## src/rtl/pong_game_ctrl.sv

```systemverilog
// pong_game_ctrl: once-per-frame game sequencer for the pong display path.
// Advances the game FSM on each frame_tick, moves paddles and ball, handles
// wall/paddle bounces and scoring, and publishes registered object positions.
// Ports:
//   vga_clk        pixel clock (only clock)
//   sys_rst_n      synchronous active-low reset
//   frame_tick     one-cycle pulse per frame; all updates happen on it
//   start_n        start button, active-low, sampled on frame_tick
//   key0/key1      paddle keys, active-low: bit1 = up, bit0 = down
//   ball_x/ball_y  ball top-left corner
//   paddle0_y/1_y  paddle top edges
//   score0/score1  player scores (saturating)
//   game_state     IDLE=0 SERVE=1 PLAY=2 SCORE=3 OVER=4
//   winner         winning player, valid in OVER
module pong_game_ctrl #(
    parameter int unsigned H_DISP       = 640,
    parameter int unsigned V_DISP       = 480,
    parameter int unsigned BALL_SIZE    = 8,
    parameter int unsigned PAD_W        = 8,
    parameter int unsigned PAD_H        = 64,
    parameter int unsigned PAD_X0       = 16,
    parameter int unsigned PAD_X1       = 616,
    parameter int unsigned BALL_SPEED   = 2,
    parameter int unsigned PAD_SPEED    = 4,
    parameter int unsigned SERVE_FRAMES = 60,
    parameter int unsigned WIN_SCORE    = 7
) (
    input  logic       vga_clk,
    input  logic       sys_rst_n,
    input  logic       frame_tick,
    input  logic       start_n,
    input  logic [1:0] key0,
    input  logic [1:0] key1,
    output logic [9:0] ball_x,
    output logic [9:0] ball_y,
    output logic [9:0] paddle0_y,
    output logic [9:0] paddle1_y,
    output logic [3:0] score0,
    output logic [3:0] score1,
    output logic [2:0] game_state,
    output logic       winner
);

    localparam int unsigned CNT_W = $clog2(SERVE_FRAMES + 1);

    // 11-bit working constants so sums of 10-bit coordinates never overflow
    localparam logic [10:0] L_BSZ     = 11'(BALL_SIZE);
    localparam logic [10:0] L_BSPD    = 11'(BALL_SPEED);
    localparam logic [10:0] L_PSPD    = 11'(PAD_SPEED);
    localparam logic [10:0] L_PAD_H   = 11'(PAD_H);
    localparam logic [10:0] L_PAD_MAX = 11'(V_DISP - PAD_H);
    localparam logic [10:0] L_BY_MAX  = 11'(V_DISP - BALL_SIZE);
    localparam logic [10:0] L_BX_MAX  = 11'(H_DISP - BALL_SIZE);
    localparam logic [10:0] L_FACE0   = 11'(PAD_X0 + PAD_W);
    localparam logic [10:0] L_FACE0_R = 11'(PAD_X0 + PAD_W + BALL_SPEED);
    localparam logic [10:0] L_FACE1   = 11'(PAD_X1);
    localparam logic [10:0] L_MISS_R  = 11'(H_DISP - BALL_SPEED);
    localparam logic [9:0]  L_BX_CTR  = 10'((H_DISP - BALL_SIZE) / 2);
    localparam logic [9:0]  L_BY_CTR  = 10'((V_DISP - BALL_SIZE) / 2);
    localparam logic [9:0]  L_PAD_CTR = 10'((V_DISP - PAD_H) / 2);
    localparam logic [3:0]  L_WIN     = 4'(WIN_SCORE);
    localparam logic [CNT_W-1:0] L_SERVE_LAST = CNT_W'(SERVE_FRAMES - 1);

    typedef enum logic [2:0] {
        IDLE  = 3'd0,
        SERVE = 3'd1,
        PLAY  = 3'd2,
        SCORE = 3'd3,
        OVER  = 3'd4
    } state_t;

    state_t           state;
    logic             dir_right;
    logic             dir_down;
    logic [CNT_W-1:0] serve_cnt;

    // Clamped paddle step; compare before subtracting so y never wraps
    function automatic logic [9:0] pad_step(input logic [9:0] y, input logic [1:0] key);
        logic [10:0] y11;
        y11      = {1'b0, y};
        pad_step = y;
        if (!key[1] && key[0]) begin
            pad_step = (y11 <= L_PSPD) ? 10'd0 : 10'(y11 - L_PSPD);
        end else if (key[1] && !key[0]) begin
            pad_step = (y11 + L_PSPD >= L_PAD_MAX) ? 10'(L_PAD_MAX) : 10'(y11 + L_PSPD);
        end
    endfunction

    function automatic logic [3:0] sat_inc(input logic [3:0] s);
        sat_inc = (s == 4'hF) ? s : s + 4'd1;
    endfunction

    logic [10:0] bx, by, p0, p1;
    logic        ov0, ov1, hit_l, hit_r, miss_l, miss_r;
    logic [9:0]  p0_nxt, p1_nxt, bx_play, by_play;
    logic        dir_down_play, dir_right_play;

    assign bx = {1'b0, ball_x};
    assign by = {1'b0, ball_y};
    assign p0 = {1'b0, paddle0_y};
    assign p1 = {1'b0, paddle1_y};
    assign game_state = state;

    // Next-frame ball/paddle candidates for PLAY, all from pre-update values
    always_comb begin
        p0_nxt         = pad_step(paddle0_y, key0);
        p1_nxt         = pad_step(paddle1_y, key1);
        ov0            = (by + L_BSZ > p0) && (by < p0 + L_PAD_H);
        ov1            = (by + L_BSZ > p1) && (by < p1 + L_PAD_H);
        hit_l          = !dir_right && (bx >= L_FACE0) && (bx <= L_FACE0_R) && ov0;
        hit_r          = dir_right && (bx + L_BSZ <= L_FACE1)
                         && (bx + L_BSPD + L_BSZ >= L_FACE1) && ov1;
        miss_l         = !dir_right && (bx <= L_BSPD) && !hit_l;
        miss_r         = dir_right && (bx + L_BSZ >= L_MISS_R) && !hit_r;
        dir_down_play  = dir_down;
        dir_right_play = dir_right;
        by_play        = ball_y;
        bx_play        = ball_x;

        if (dir_down) begin
            if (by + L_BSPD >= L_BY_MAX) begin
                by_play       = 10'(L_BY_MAX);
                dir_down_play = 1'b0;
            end else begin
                by_play = 10'(by + L_BSPD);
            end
        end else if (by <= L_BSPD) begin
            by_play       = 10'd0;
            dir_down_play = 1'b1;
        end else begin
            by_play = 10'(by - L_BSPD);
        end

        if (hit_l) begin
            bx_play        = 10'(L_FACE0);
            dir_right_play = 1'b1;
        end else if (hit_r) begin
            bx_play        = 10'(L_FACE1 - L_BSZ);
            dir_right_play = 1'b0;
        end else if (miss_l) begin
            bx_play = 10'd0;
        end else if (miss_r) begin
            bx_play = 10'(L_BX_MAX);
        end else if (dir_right) begin
            bx_play = 10'(bx + L_BSPD);
        end else begin
            bx_play = 10'(bx - L_BSPD);
        end
    end

    // Game FSM and registered outputs; everything advances only on frame_tick
    always_ff @(posedge vga_clk) begin
        if (!sys_rst_n) begin
            state     <= IDLE;
            ball_x    <= L_BX_CTR;
            ball_y    <= L_BY_CTR;
            paddle0_y <= L_PAD_CTR;
            paddle1_y <= L_PAD_CTR;
            score0    <= 4'd0;
            score1    <= 4'd0;
            winner    <= 1'b0;
            dir_right <= 1'b1;
            dir_down  <= 1'b1;
            serve_cnt <= '0;
        end else if (frame_tick) begin
            case (state)
                IDLE: begin
                    if (!start_n) begin
                        score0    <= 4'd0;
                        score1    <= 4'd0;
                        serve_cnt <= '0;
                        state     <= SERVE;
                    end
                end
                SERVE: begin
                    paddle0_y <= p0_nxt;
                    paddle1_y <= p1_nxt;
                    if (serve_cnt == L_SERVE_LAST) begin
                        serve_cnt <= '0;
                        state     <= PLAY;
                    end else begin
                        serve_cnt <= serve_cnt + CNT_W'(1);
                    end
                end
                PLAY: begin
                    paddle0_y <= p0_nxt;
                    paddle1_y <= p1_nxt;
                    ball_x    <= bx_play;
                    ball_y    <= by_play;
                    dir_right <= dir_right_play;
                    dir_down  <= dir_down_play;
                    if (miss_l) begin
                        score1 <= sat_inc(score1);
                        state  <= SCORE;
                    end else if (miss_r) begin
                        score0 <= sat_inc(score0);
                        state  <= SCORE;
                    end
                end
                SCORE: begin
                    // dir_x still points at the conceding side, so the serve goes toward it
                    if (score0 == L_WIN || score1 == L_WIN) begin
                        winner <= (score0 != L_WIN);
                        state  <= OVER;
                    end else begin
                        ball_x   <= L_BX_CTR;
                        ball_y   <= L_BY_CTR;
                        dir_down <= 1'b1;
                        state    <= SERVE;
                    end
                end
                OVER: begin
                    if (!start_n) begin
                        score0    <= 4'd0;
                        score1    <= 4'd0;
                        ball_x    <= L_BX_CTR;
                        ball_y    <= L_BY_CTR;
                        serve_cnt <= '0;
                        state     <= SERVE;
                    end
                end
                default: state <= IDLE;
            endcase
        end
    end

endmodule

```

## config.mk

```make
export PLATFORM = sky130hd
export DESIGN_NAME = pong_game_ctrl
export DESIGN_NICKNAME = d
export VERILOG_FILES = /design/src/rtl/pong_game_ctrl.sv
export SDC_FILE = /design/constraint.sdc
export NUM_CORES = 1
export LEC_CHECK = 0
export CORE_ASPECT_RATIO = 1.75
export CORE_UTILIZATION = 40
export CTS_BUF_LIST = sky130_fd_sc_hd__clkbuf_8
export CTS_CLUSTER_DIAMETER = 200
export DETAILED_ROUTE_END_ITERATION = 8
export DONT_BUFFER_PORTS = 1
export HOLD_SLACK_MARGIN = 0.02
export REMOVE_ABC_BUFFERS = 1
export SYNTH_ARGS = -nofsm -noshare
export SYNTH_HDL_FRONTEND = slang
export SYNTH_SLANG_ARGS = --single-unit
export TNS_END_PERCENT = 50
```

## constraint.sdc

```tcl
create_clock -name vga_clk -period 5.24 [get_ports vga_clk]
set_input_delay 1.048 -clock vga_clk [delete_from_list [all_inputs] [get_ports vga_clk]]
set_output_delay 1.048 -clock vga_clk [all_outputs]
set_load 0.01 [all_outputs]
```

After elaboration in Yosys (flattened, before gate mapping). Index checks and enable logic that the tools add are counted.

Input bits: 8. Word-level logic and storage cells: 153. Flip-flop bits (word level): 60. Output and inout port bits: 52.

Multiplexer cells: 46. Reductions and logical operators: 44. Add/subtract/negate cells: 16. Magnitude comparators: 16. Equality and inequality tests: 20.

Operator list (count): 2-to-1 mux 10 bit (20); case mux 10 bit (3 select lines) (2); greater-or-equal comparator 11 x 9 -> 1 bit, second input constant (3); 2-to-1 mux 4 bit (6); adder 10 x 2 -> 11 bit, second input constant (2); adder 10 x 3 -> 11 bit, second input constant (2); adder 10 x 4 -> 11 bit, second input constant (2); adder 10 x 7 -> 11 bit, second input constant (2); greater-or-equal comparator 11 x 10 -> 1 bit, second input constant (2); > comparator 11 x 10 -> 1 bit (2); less-than comparator 10 x 11 -> 1 bit (2); less-or-equal comparator 10 x 2 -> 1 bit, second input constant (2); less-or-equal comparator 10 x 3 -> 1 bit, second input constant (2); subtractor 10 x 2 -> 10 bit, second input constant (2); subtractor 10 x 3 -> 10 bit, second input constant (2); inequality test 2 bit, second input constant (9); AND reduction 3 bit (6); logical AND 1 bit (16); case mux 4 bit (2 select lines) (2); 2-to-1 mux 3 bit (5); 2-to-1 mux 6 bit (2); case mux 3 bit (4 select lines) (1); case mux 6 bit (2 select lines) (1); nonzero test 2 bit (6); 24 further kinds (41).

Depth between registers and ports, before layout.
Word-level depth: 12. Depth in mapped cells: 12. Gate-level depth less buffers: 12.

Worst setup path before layout. No wires, ideal clock.

Path kind: flip-flop to flip-flop. Start: register ball_y[3]. End: register ball_x[5]. Data arrival time: 2.927 ns. Required time: 5.118 ns. Slack: 2.191 ns. Setup time: 0.122 ns. Path buffers: 0. Cell stages (with the launch flop): 13. Period minus slack after synthesis: 3.049 ns. Cell sequence: dfxtp_1 ha_1 inv_1 nor3_1 xnor2_1 ha_1 and3_1 a221o_1 a41oi_1 a41oi_1 o211ai_1 nand2_1 a221o_1.

Cells in the longest elaborated chain, start to end: 11. Elaborated cells on any way between the ends: 18. Those cells by class: 1 x add/sub; 4 x order compare; 5 x mux; 8 x reduce/logical.

RTL lines: from (decl) (RTL line 35) `output logic [9:0] ball_y,`; from (signal assigned) (RTL line 189) `ball_y <= by_play;`; adder 10 x 4 -> 11 bit (RTL line 108, 109); > comparator 11 x 10 -> 1 bit (RTL line 109) `ov1 = (by + L_BSZ > p1) && (by < p1 + L_PAD_H);`; logical AND 1 bit (RTL line 109); logical AND 1 bit (RTL line 112) `&& (bx + L_BSPD + L_BSZ >= L_FACE1) && ov1;`; logical NOT 1 bit (RTL line 114) `miss_r = dir_right && (bx + L_BSZ >= L_MISS_R) && !hit_r;`; logical AND 1 bit (RTL line 114); 2-to-1 mux 10 bit (RTL line 142) `end else if (miss_r) begin`; 2-to-1 mux 10 bit (RTL line 140) `end else if (miss_l) begin`; 2-to-1 mux 10 bit (RTL line 137) `end else if (hit_r) begin`; 2-to-1 mux 10 bit * (RTL line 134) `if (hit_l) begin`; case mux 10 bit (3 select lines) * (RTL line 166) `case (state)`; to (signal assigned) (RTL line 188) `ball_x <= bx_play;`; to (decl) (RTL line 34) `output logic [9:0] ball_x,`.

Mark *: on every way between the ends. The rest lies on a longest branch, timed or not. A chain may end at the register's enable or synchronous reset.

Final worst setup path. Same ends and word-level chain as after synthesis.

==> qor.txt <==
status = finished clean
initial DRC count = 212
post-synthesis register bit count = 54
FILL cells = 1,273
Pwr Total = 0.795 mW
vias after detailed routing = 4,949
row cnt = 53
ant diodes = 0
DIE WIDTH = 86.5 um
DR pass1 iterations = 5
CP endpoint = ball_x[5]$_SDFFE_PN1P_
post-synth top area share = 0.216
crit share post-route = 0.730
total number of yosys warnings = 0
WL final = 14.9 mm
pwr dens = 155 nW/um^2
min Tclk post-route = 3.82 ns
CTS tree = built
Synth Instances = 666
GRT Util Overall = 0.236
worst hold-check path type = flip-flop to flip-flop
max incr delay on CP = 0.71 ns
Flop pwr share = 0.546
top cells by area, synth = dfxtp_1 22%, ha_1 14%, a21oi_1 5.6%
worst rel slew slack = 0.370
largest net degree at the start of global routing = 30
Hold-fix buffers, CTS = 0
Fmax achieved = 0.262 GHz
top fanout value on the critical path = 13
clock buffer depth = 2
flop2flop setup slack = 1.42 ns
Clock power frac = 0.341
Mapped Area = 5000 sq um
Die Ht = 150 um
worst reg2reg path depth = 12
GP Congestion = 0.832
Routed Antenna Nets = 0
area delta synth->final = 2.58%
worst-skew pair later-pin latency = 0.34 ns
r2r endpoint = ball_x[5]$_SDFFE_PN1P_
combinational cell fraction of total power = 0.113
Main synth FF type = dfxtp_1
maximum vdd drop = 0.000115 V
H-tree level count = 2
max-cap check violation count = 0
Post-synth EDFFs = 0
critical path endpoint category = flip-flop
Unique masters post-synth = 76
fraction of layout cells with a size suffix above 1 = 0.0407
critical path data arrival time = 4.06 ns
cells along the critical path = ha_1 -> inv_1 -> nor3_1 -> xnor2_1 -> ha_1 -> and3_1 -> a221o_1 -> a41oi_1 -> a41oi_1 -> o211ai_1 -> nand2_1 -> a221o_1
Leak = 1.92 nW
Final TNS setup = 0 ns
Worst Setup SP = ball_y[3]$_SDFFE_PN1P_
Worst-path clk slew = 0.12 ns
Setup-failing EPs final = 0
register area share after synthesis = 0.216
WL per Instance = 18.6 um
Initial Util = 0.415
Fin Clk Skew = 0.0118 ns
Remaining Overflow, GRT = 0
Ports = 60
Post-CTS Setup Bufs = 0
DP HPWL = 11.4 mm
Setup Crit Path Kind = flip-flop to flip-flop
internal power = 0.549 mW
RSZ-0062 raised after global routing = no
Startpoint Class = flip-flop
Resized cells post-CTS = 0
Hold Path Depth = 2
Avg Inst Size Synth = 7.51 sq um
FFs w/ async S/R, synth = 0
die area = 13,000 sq um
Final Slew Violations = 0
CTS buffer count = 5
Critical Path RT = 5.48 ns
Final Non-Filler Cells = 804
Fin. Hold Viols = 0
post-DR vias/cell = 6.16
Slowest-stage cell, CP = dfxtp_1
Clock Tree Root = clkbuf_8
Post-layout nets = 700
first-pass GRT wire length = 24.0 mm
I/O Buffers = 0
DRC Markers = 0
NetSw = 0.246 mW
Yosys top cell by area = dfxtp_1
core area = 12,100 sq um
Worst Tran Pin Value = 0.941 ns
dpl cells = 796
initial antenna violation count = 0
Clock Sinks = 54
Sw Share = 0.309
Worst R2R Start = ball_y[3]$_SDFFE_PN1P_
vias in the first global route = 4,862
cell type report:
class                   count  area, sq um  share of cell area
flip-flops and latches     54         1080               0.211
multi-input cells         538         3600               0.701
repair buffers              1         7.51             0.00146
inverters                  38          143              0.0278
clock inverters             3         28.8             0.00561
well taps                 165          206              0.0402
clock buffers               5         68.8              0.0134
power by group through the flow:
stage | registers (mW) | clock network [mW] | logic, mW
global placement | 0.443 | 0 | 0.0870
CTS | 0.434 | 0.281 | 0.0894
floorplan | 0.439 | 0 | 0.0672
global route | 0.436 | 0.299 | 0.101
finish | 0.434 | 0.271 | 0.0897
detailed placement | 0.443 | 0 | 0.0888
layout by cell type (no fill, tap or decap), drive strengths merged, types with 7 or more instances in the layout:
cell	synthesis	layout
a21o	7	7
a21oi	57	57
a221o	7	7
a31oi	13	13
and2	7	7
and3	7	7
dfxtp	54	54
ha	54	54
inv	38	40
nand2	57	57
nand3	20	20
nand4	19	19
nor2	67	67
nor3	15	15
o2111ai	8	8
o211ai	10	10
o21ai	44	44
o31ai	7	7
or3	9	9
xnor2	18	18
xor2	14	14
synthesized netlist by cell type (7+ instances only):
master,count
a21o_1,7
a21oi_1,56
a31oi_1,13
and2_1,7
and3_1,7
buf_2,9
clkbuf_1,21
dfxtp_1,54
ha_1,54
inv_1,38
nand2_1,56
nand3_1,20
nand4_1,19
nor2_1,67
nor3_1,14
o2111ai_1,8
o211ai_1,10
o21ai_0,37
o31ai_1,7
or3_1,7
xnor2_1,18
xor2_1,14
logic make-up after synthesis:
group	synth area share
buf+inv	0.0688
mux	0.0100
xor+xnor	0.0560
simple gates	0.231
other cells	0.000749
flops	0.216
compound gates	0.282
fa+ha+maj	0.135
stage by stage:
| stage | cell area [sq um] | utilization | setup slack (ns) | hold WS [ns] |
|---|---|---|---|---|
| 6_report | 5130 | 0.425 | 1.42 | 0.490 |
| 4_1_cts | 5130 | 0.425 | 1.48 | 0.494 |
| 5_1_grt | 5130 | 0.425 | 1.07 | 0.512 |
| 3_3_place_gp | 5030 | 0.417 | 1.59 | 0.464 |
| 3_5_place_dp | 5030 | 0.417 | 1.49 | 0.477 |
| 2_1_floorplan | 4820 | - | 2.01 | 0.449 |
metal layers:
layer  global-route usage  routed length (um)  share of wire  vias up
met5                    0                   0              0        -
met4                0.160                 814          0.054        0
met3               0.0419                 660          0.044       43
met2                0.444                8070           0.54      155
met1                0.228                5410           0.36     2378
li1                     -                   -              -     2373
state kept, by name, indices dropped and copies added, names as in the netlist:
signal / count
dir_right: 1
serve_cnt: 6
ball_y: 9
game_state: 3
ball_x: 9
winner: 1
score0: 4
paddle1_y: 8
paddle0_y: 8
score1: 4
dir_down: 1
worst min path at each step:
stage / startpoint / end / slack [ns]
after CTS: serve_cnt[1]$_SDFFE_PN0P_ / serve_cnt[1]$_SDFFE_PN0P_ / 0.49
final: serve_cnt[1]$_SDFFE_PN0P_ / serve_cnt[1]$_SDFFE_PN0P_ / 0.49
after global placement: serve_cnt[1]$_SDFFE_PN0P_ / serve_cnt[1]$_SDFFE_PN0P_ / 0.46
after floorplan: serve_cnt[1]$_SDFFE_PN0P_ / serve_cnt[1]$_SDFFE_PN0P_ / 0.45
after global routing: serve_cnt[1]$_SDFFE_PN0P_ / serve_cnt[1]$_SDFFE_PN0P_ / 0.51
after detailed placement: serve_cnt[1]$_SDFFE_PN0P_ / serve_cnt[1]$_SDFFE_PN0P_ / 0.48
worst max-delay path: cells and delay by family, from the launching register on:
| family | cells | cell delay [ns] |
|---|---|---|
| AOI/OAI and AO/OA | 5 | 1.44 |
| adders and majority gates | 2 | 0.67 |
| DFF | 1 | 0.71 |
| xor gates and xnor gates | 1 | 0.21 |
| buffers and inverters | 1 | 0.12 |
| and+or+nand+nor | 3 | 0.57 |
Note: power is estimated with default switching activity, not from simulation.
